File: src/rtl/sonic_jtag_st_pkg.sv
// Shared types and the round-robin picker for the JTAG-master Avalon-ST packet arbiter.
package sonic_jtag_st_pkg;

    localparam int MAX_IN = 8;
    localparam int IDX_W  = $clog2(MAX_IN);

    typedef enum logic {
        IDLE = 1'b0,
        BUSY = 1'b1
    } state_t;

    typedef struct packed {
        logic             found;
        logic [IDX_W-1:0] idx;
    } pick_t;

    // First requester after 'last', wrapping modulo num_in.
    function automatic pick_t rr_pick(input logic [MAX_IN-1:0] req,
                                      input logic [IDX_W-1:0]  last,
                                      input int                num_in);
        pick_t p;
        int    j;
        p.found = 1'b0;
        p.idx   = '0;
        for (int k = 1; k <= MAX_IN; k++) begin
            if (k <= num_in) begin
                j = (int'(last) + k) % num_in;
                if (!p.found && req[IDX_W'(j)]) begin
                    p.found = 1'b1;
                    p.idx   = IDX_W'(j);
                end
            end
        end
        return p;
    endfunction

endpackage

File: src/rtl/sonic_jtag_st_out_reg.sv
// Single-entry registered ready/valid stage carrying data, channel and packet framing.
module sonic_jtag_st_out_reg #(
    parameter int DATA_W    = 8,
    parameter int CHANNEL_W = 8
) (
    input  logic                 clk,
    input  logic                 reset_n,
    input  logic                 load,
    input  logic [DATA_W-1:0]    load_data,
    input  logic [CHANNEL_W-1:0] load_channel,
    input  logic                 load_sop,
    input  logic                 load_eop,
    output logic                 stage_free,
    output logic                 out_valid,
    output logic [DATA_W-1:0]    out_data,
    output logic [CHANNEL_W-1:0] out_channel,
    output logic                 out_startofpacket,
    output logic                 out_endofpacket,
    input  logic                 out_ready
);

    assign stage_free = !out_valid || out_ready;

    // Output beat register; load is only raised while stage_free holds.
    always_ff @(posedge clk) begin
        if (!reset_n) begin
            out_valid         <= 1'b0;
            out_data          <= '0;
            out_channel       <= '0;
            out_startofpacket <= 1'b0;
            out_endofpacket   <= 1'b0;
        end else if (load) begin
            out_valid         <= 1'b1;
            out_data          <= load_data;
            out_channel       <= load_channel;
            out_startofpacket <= load_sop;
            out_endofpacket   <= load_eop;
        end else if (out_ready) begin
            out_valid <= 1'b0;
        end
    end

endmodule

File: src/rtl/sonic_jtag_st_packet_arbiter.sv
// Packet-granular round-robin arbiter merging NUM_IN Avalon-ST sources into one channel-tagged stream.
module sonic_jtag_st_packet_arbiter
    import sonic_jtag_st_pkg::*;
#(
    parameter int NUM_IN    = 4,
    parameter int DATA_W    = 8,
    parameter int CHANNEL_W = 8,
    parameter int CNT_W     = 16
) (
    input  logic                     clk,
    input  logic                     reset_n,
    input  logic [NUM_IN-1:0]        in_valid,
    input  logic [NUM_IN*DATA_W-1:0] in_data,
    input  logic [NUM_IN-1:0]        in_startofpacket,
    input  logic [NUM_IN-1:0]        in_endofpacket,
    output logic [NUM_IN-1:0]        in_ready,
    output logic                     out_valid,
    output logic [DATA_W-1:0]        out_data,
    output logic [CHANNEL_W-1:0]     out_channel,
    output logic                     out_startofpacket,
    output logic                     out_endofpacket,
    input  logic                     out_ready,
    output logic [CNT_W-1:0]         drop_count,
    output logic [CNT_W-1:0]         pkt_count
);

    state_t                   state, state_nx;
    logic [IDX_W-1:0]         grant, grant_nx;
    logic [IDX_W-1:0]         last_grant, last_grant_nx;
    logic [IDX_W-1:0]         sel;
    logic [MAX_IN-1:0]        valid_x, sop_x, eop_x;
    logic [MAX_IN*DATA_W-1:0] data_x;
    logic [NUM_IN-1:0]        drop_mask;
    logic [3:0]               drop_n;
    logic [CNT_W:0]           drop_sum;
    logic                     stage_free;
    logic                     load;
    pick_t                    pick;

    // Widen per-source vectors so a full-width index never runs off the end.
    assign valid_x = MAX_IN'(in_valid);
    assign sop_x   = MAX_IN'(in_startofpacket);
    assign eop_x   = MAX_IN'(in_endofpacket);
    assign data_x  = (MAX_IN*DATA_W)'(in_data);

    always_comb begin
        pick          = rr_pick(MAX_IN'(in_valid & in_startofpacket), last_grant, NUM_IN);
        state_nx      = state;
        grant_nx      = grant;
        last_grant_nx = last_grant;
        sel           = grant;
        load          = 1'b0;
        drop_mask     = '0;
        in_ready      = '0;
        case (state)
            IDLE: begin
                // Beats without SOP cannot start a packet; swallow them.
                drop_mask = in_valid & ~in_startofpacket;
                if (pick.found) begin
                    sel  = pick.idx;
                    load = stage_free;
                end
            end
            BUSY: begin
                load = stage_free && valid_x[grant];
            end
            default: ;
        endcase
        for (int i = 0; i < NUM_IN; i++) begin
            in_ready[i] = drop_mask[i] ||
                          (sel == IDX_W'(i) && stage_free && (state == BUSY || pick.found));
        end
        if (load) begin
            if (eop_x[sel]) begin
                state_nx      = IDLE;
                last_grant_nx = sel;
            end else begin
                state_nx = BUSY;
                grant_nx = sel;
            end
        end
    end

    always_comb begin
        drop_n = '0;
        for (int i = 0; i < NUM_IN; i++) begin
            drop_n = drop_n + 4'(drop_mask[i]);
        end
    end

    assign drop_sum = {1'b0, drop_count} + (CNT_W+1)'(drop_n);

    // Arbiter state and counters.
    always_ff @(posedge clk) begin
        if (!reset_n) begin
            state      <= IDLE;
            grant      <= '0;
            last_grant <= IDX_W'(NUM_IN-1);
            drop_count <= '0;
            pkt_count  <= '0;
        end else begin
            state      <= state_nx;
            grant      <= grant_nx;
            last_grant <= last_grant_nx;
            drop_count <= drop_sum[CNT_W] ? '1 : drop_sum[CNT_W-1:0];
            if (load && eop_x[sel]) begin
                pkt_count <= pkt_count + CNT_W'(1);
            end
        end
    end

    sonic_jtag_st_out_reg #(
        .DATA_W    (DATA_W),
        .CHANNEL_W (CHANNEL_W)
    ) u_out_reg (
        .clk               (clk),
        .reset_n           (reset_n),
        .load              (load),
        .load_data         (data_x[sel*DATA_W +: DATA_W]),
        .load_channel      (CHANNEL_W'(sel)),
        .load_sop          (sop_x[sel]),
        .load_eop          (eop_x[sel]),
        .stage_free        (stage_free),
        .out_valid         (out_valid),
        .out_data          (out_data),
        .out_channel       (out_channel),
        .out_startofpacket (out_startofpacket),
        .out_endofpacket   (out_endofpacket),
        .out_ready         (out_ready)
    );

endmodule
File: config.mk
export PLATFORM = sky130hd
export DESIGN_NAME = sonic_jtag_st_packet_arbiter
export DESIGN_NICKNAME = d
export VERILOG_FILES = /design/src/rtl/sonic_jtag_st_pkg.sv /design/src/rtl/sonic_jtag_st_out_reg.sv /design/src/rtl/sonic_jtag_st_packet_arbiter.sv
export SDC_FILE = /design/constraint.sdc
export NUM_CORES = 1
export LEC_CHECK = 0
export ABC_CLOCK_PERIOD_IN_PS = 4100
export CAP_MARGIN = 20
export CORE_MARGIN = 2
export CORE_UTILIZATION = 46
export DETAILED_ROUTE_END_ITERATION = 8
export GPL_TIMING_DRIVEN = 0
export PLACE_DENSITY = 0.84
export SKIP_LAST_GASP = 1
export SLEW_MARGIN = 10
export SYNTH_ARGS = -nofsm -noshare
export SYNTH_HDL_FRONTEND = slang
export SYNTH_SLANG_ARGS = --single-unit
File: constraint.sdc
create_clock -name clk -period 4.1 [get_ports clk]
set_clock_uncertainty 0.15 [all_clocks]
set_input_delay 0.82 -clock clk [delete_from_list [all_inputs] [get_ports clk]]
set_output_delay 0.82 -clock clk [all_outputs]
set_load 0.005 [all_outputs]
==> run metrics <==
EDFF count, synth=0; nets=516; Setup WS pre-CTS=-773 ps; Design Area, Final=0.00430 mm2; Cells after DPL=525; most used cell, CP=clkdlybuf4s50_1; Reg clk slew, reported paths=110 ps; Clock Root Buffer=clkbuf_8; slew of the pin with the lowest slew margin=610 ps; post-DR wirelength/cell=16.2 um; first-pass GRT wire length=14200 um; initial antenna violation count=0; share of cells above drive strength 1=14.8%; Iter 0 DRT Violations=161; RePlAce Congestion=0.923; Num CTS Buffers=5; f_max=250 MHz; CP arrival=3030 ps; final core utilization=68.5%; Post-Synthesis Mean Instance Area=8.51 um2; DIE WIDTH=84.3 um; # clock sinks=52; Overall Power=1.58 mW; crit path max fanout=19; Max IR drop VDD=0.000199 V; Final Cycle Share=97.6%; Setup TNS Final=0 ps; Most used DFF post-synth=dfxtp_1; Hold Path Class=flop to flop; Hold Fails Final Rpt=0; kind of cell adding the most delay to the critical path=buffers and inverters; #FFs+latches synth=52; largest net degree at the start of global routing=20; CTS tree=yes; H-tree Lvls=2; Die Y=84.3 um; Cells after Synth=348; Yosys top cell area share=35.1%; Yosys cell types=51; fin cells=542; setup ws final=99.0 ps; max_cap viols=0; Mapped Area=0.00296 mm2; Syn-to-layout area delta=45.2%; # fillers=512; CORE AREA=0.00628 mm2; # DRC=0; Initial DRT Pass Iterations=5; PwrDens=367 mW/mm2; minimum hold slack=311 ps; Req. time, crit path=3130 ps; ant diodes=0; Ys Warns=0; ys async rst share=0%; Site Rows=29; number of global-route vias before repair=2980; hold_buf cts=0; leakage=1.64 nW; post-synthesis sequential area ratio=35.1%; largest cells by area after synthesis=dfxtp_1 (35%), a21oi_1 (6.8%), nand2_1 (5.2%), mux2i_1 (4.7%), mux2_2 (3.4%); largest area contributor in the netlist=dfxtp_1; GRT Total Usage=24.5%; crit end category=output port; worst skew pair latency=320 ps; detailed-route vias per instance=5.66; dpl hpwl=6420 um; # IOs=102; critical path, cell by cell=clkdlybuf4s50_1 -> a22oi_2 -> a31o_4 -> nand2b_1 -> and2_4 -> buf_8 -> inv_1 -> o21ai_0 -> clkdlybuf4s50_1; Slew Viols, Final=0; Max Buffers Root-to-Sink=2; status=completed; final setup fails=0; startpoint types=input pin; CP bufs+invs=4; global route total overflow=0; Post-Route WL=8760 um; crit path max-delay cell type=clkdlybuf4s50_1; critical path type=input pin to output port; DIE AREA=0.00710 mm2; slowest stage delay, CP=550 ps; starting density of the core=47.2%; fin crit period=4000 ps; I/O Buffers=96; total number of vias=3066; dpl cell area=0.00404 mm2; Antenna Violating Nets Remaining=0; Slew headroom=59.0%
where the power goes:
group	switching [mW]	internal (mW)
registers	0.0512	0.559
clock network	0.186	0.125
logic	0.322	0.334
total	0.560	1.02
logic make-up after synthesis:
logic type,share of synthesized area (%)
multiplexers,9.67
adder cells (fa/ha/maj),2.87
other,0.127
XOR/XNOR,3.25
AO/OA/AOI/OAI,22.3
AND/OR/NAND/NOR,20.5
buffers and inverters,6.08
flip-flops,35.1
cells in the mapped netlist, types with 2 or more instances:
master	number
a21bo_2	2
a21o_1	6
a21oi_1	40
a31o_2	4
a31oi_1	7
and2_1	3
and3_1	5
and4_1	3
buf_2	3
buf_4	6
clkbuf_1	13
dfxtp_1	52
fa_1	3
ha_1	2
inv_1	16
mux2_2	9
mux2i_1	14
nand2_1	41
nand2b_1	6
nand3_1	14
nand3b_1	4
nand4_1	8
nor2_1	19
nor2b_1	3
nor3_1	4
nor3b_1	2
nor4_1	2
o211ai_1	9
o21a_1	3
o21ai_0	12
or3b_2	4
xnor2_1	7
xor2_1	4
worst reg2reg max path, cell delays in order, from the launching register on:
cell      delay [ps]
dfxtp_1          430
or3b_2           550
fa_1             520
fa_2             420
inv_1             80
fa_2             220
nand4_1          150
nor2_2           180
and2_4           190
nand3_2          120
clkbuf_8         200
a21oi_1          130
state kept, by name, indices dropped and copies added, names as in the netlist:
name,cells
drop_count,16
grant,3
last_grant,2
pkt_count,16
state,1
u_out_reg.out_channel,3
u_out_reg.out_data,8
u_out_reg.out_endofpacket,1
u_out_reg.out_startofpacket,1
u_out_reg.out_valid,1
worst paths after layout:
check | from | to | slack, ps | cells past startpoint
worst max register to register | state | drop_count[3] | 680 | 11
worst min-delay path | u_out_reg.out_data[3] | u_out_reg.out_data[3] | 310 | 2
worst min register to register | u_out_reg.out_data[3] | u_out_reg.out_data[3] | 310 | 2
worst max-delay path | in_startofpacket[2] | in_ready[1] | 100 | 9
routing by layer:
layer / GRT usage [%] / up-vias / wire length, um
met5: 0 / - / 0
met4: 6.74 / 0 / 153
met3: 4.33 / 18 / 559
met2: 44.2 / 118 / 4510
met1: 30.0 / 1470 / 3540
li1: - / 1460 / -
placed cells by master, fill, tap and decap left out, types with 4 or more instances in the layout:
| cell type | count |
|---|---|
| o211ai_1 | 9 |
| a31oi_1 | 6 |
| conb_1 | 5 |
| clkbuf_8 | 6 |
| nand3b_1 | 4 |
| clkdlybuf4s50_1 | 88 |
| dlymetal6s2s_1 | 7 |
| xnor2_1 | 7 |
| a21oi_1 | 39 |
| mux2i_1 | 14 |
| dfxtp_1 | 52 |
| inv_1 | 16 |
| nand2_1 | 39 |
| or3b_2 | 4 |
| nor3_1 | 4 |
| and3_1 | 5 |
| nand3_1 | 13 |
| mux2_2 | 9 |
| a21o_1 | 6 |
| nand4_1 | 8 |
| clkbuf_1 | 10 |
| nor2_1 | 17 |
| o21ai_0 | 12 |
| buf_4 | 18 |
| nand2b_1 | 6 |
| xor2_1 | 4 |
area by class of cell:
cell class / instances / area [um2] / area share (%)
Tap cell: 77 / 96.3 / 2.24
Clock inverter: 3 / 25.0 / 0.582
Buffer: 20 / 128 / 2.97
Timing Repair Buffer: 108 / 1070 / 24.8
Inverter: 16 / 60.1 / 1.40
Multi-Input combinational cell: 261 / 1820 / 42.2
Sequential cell: 52 / 1040 / 24.2
Clock buffer: 5 / 68.8 / 1.60
repair_timing:
action	in CTS	in global routing
gates resized for setup	13	16
setup buffers	3	9
pin swaps	3	6
setup endpoints to repair	20	19
Power figures use the tool's default switching activity.
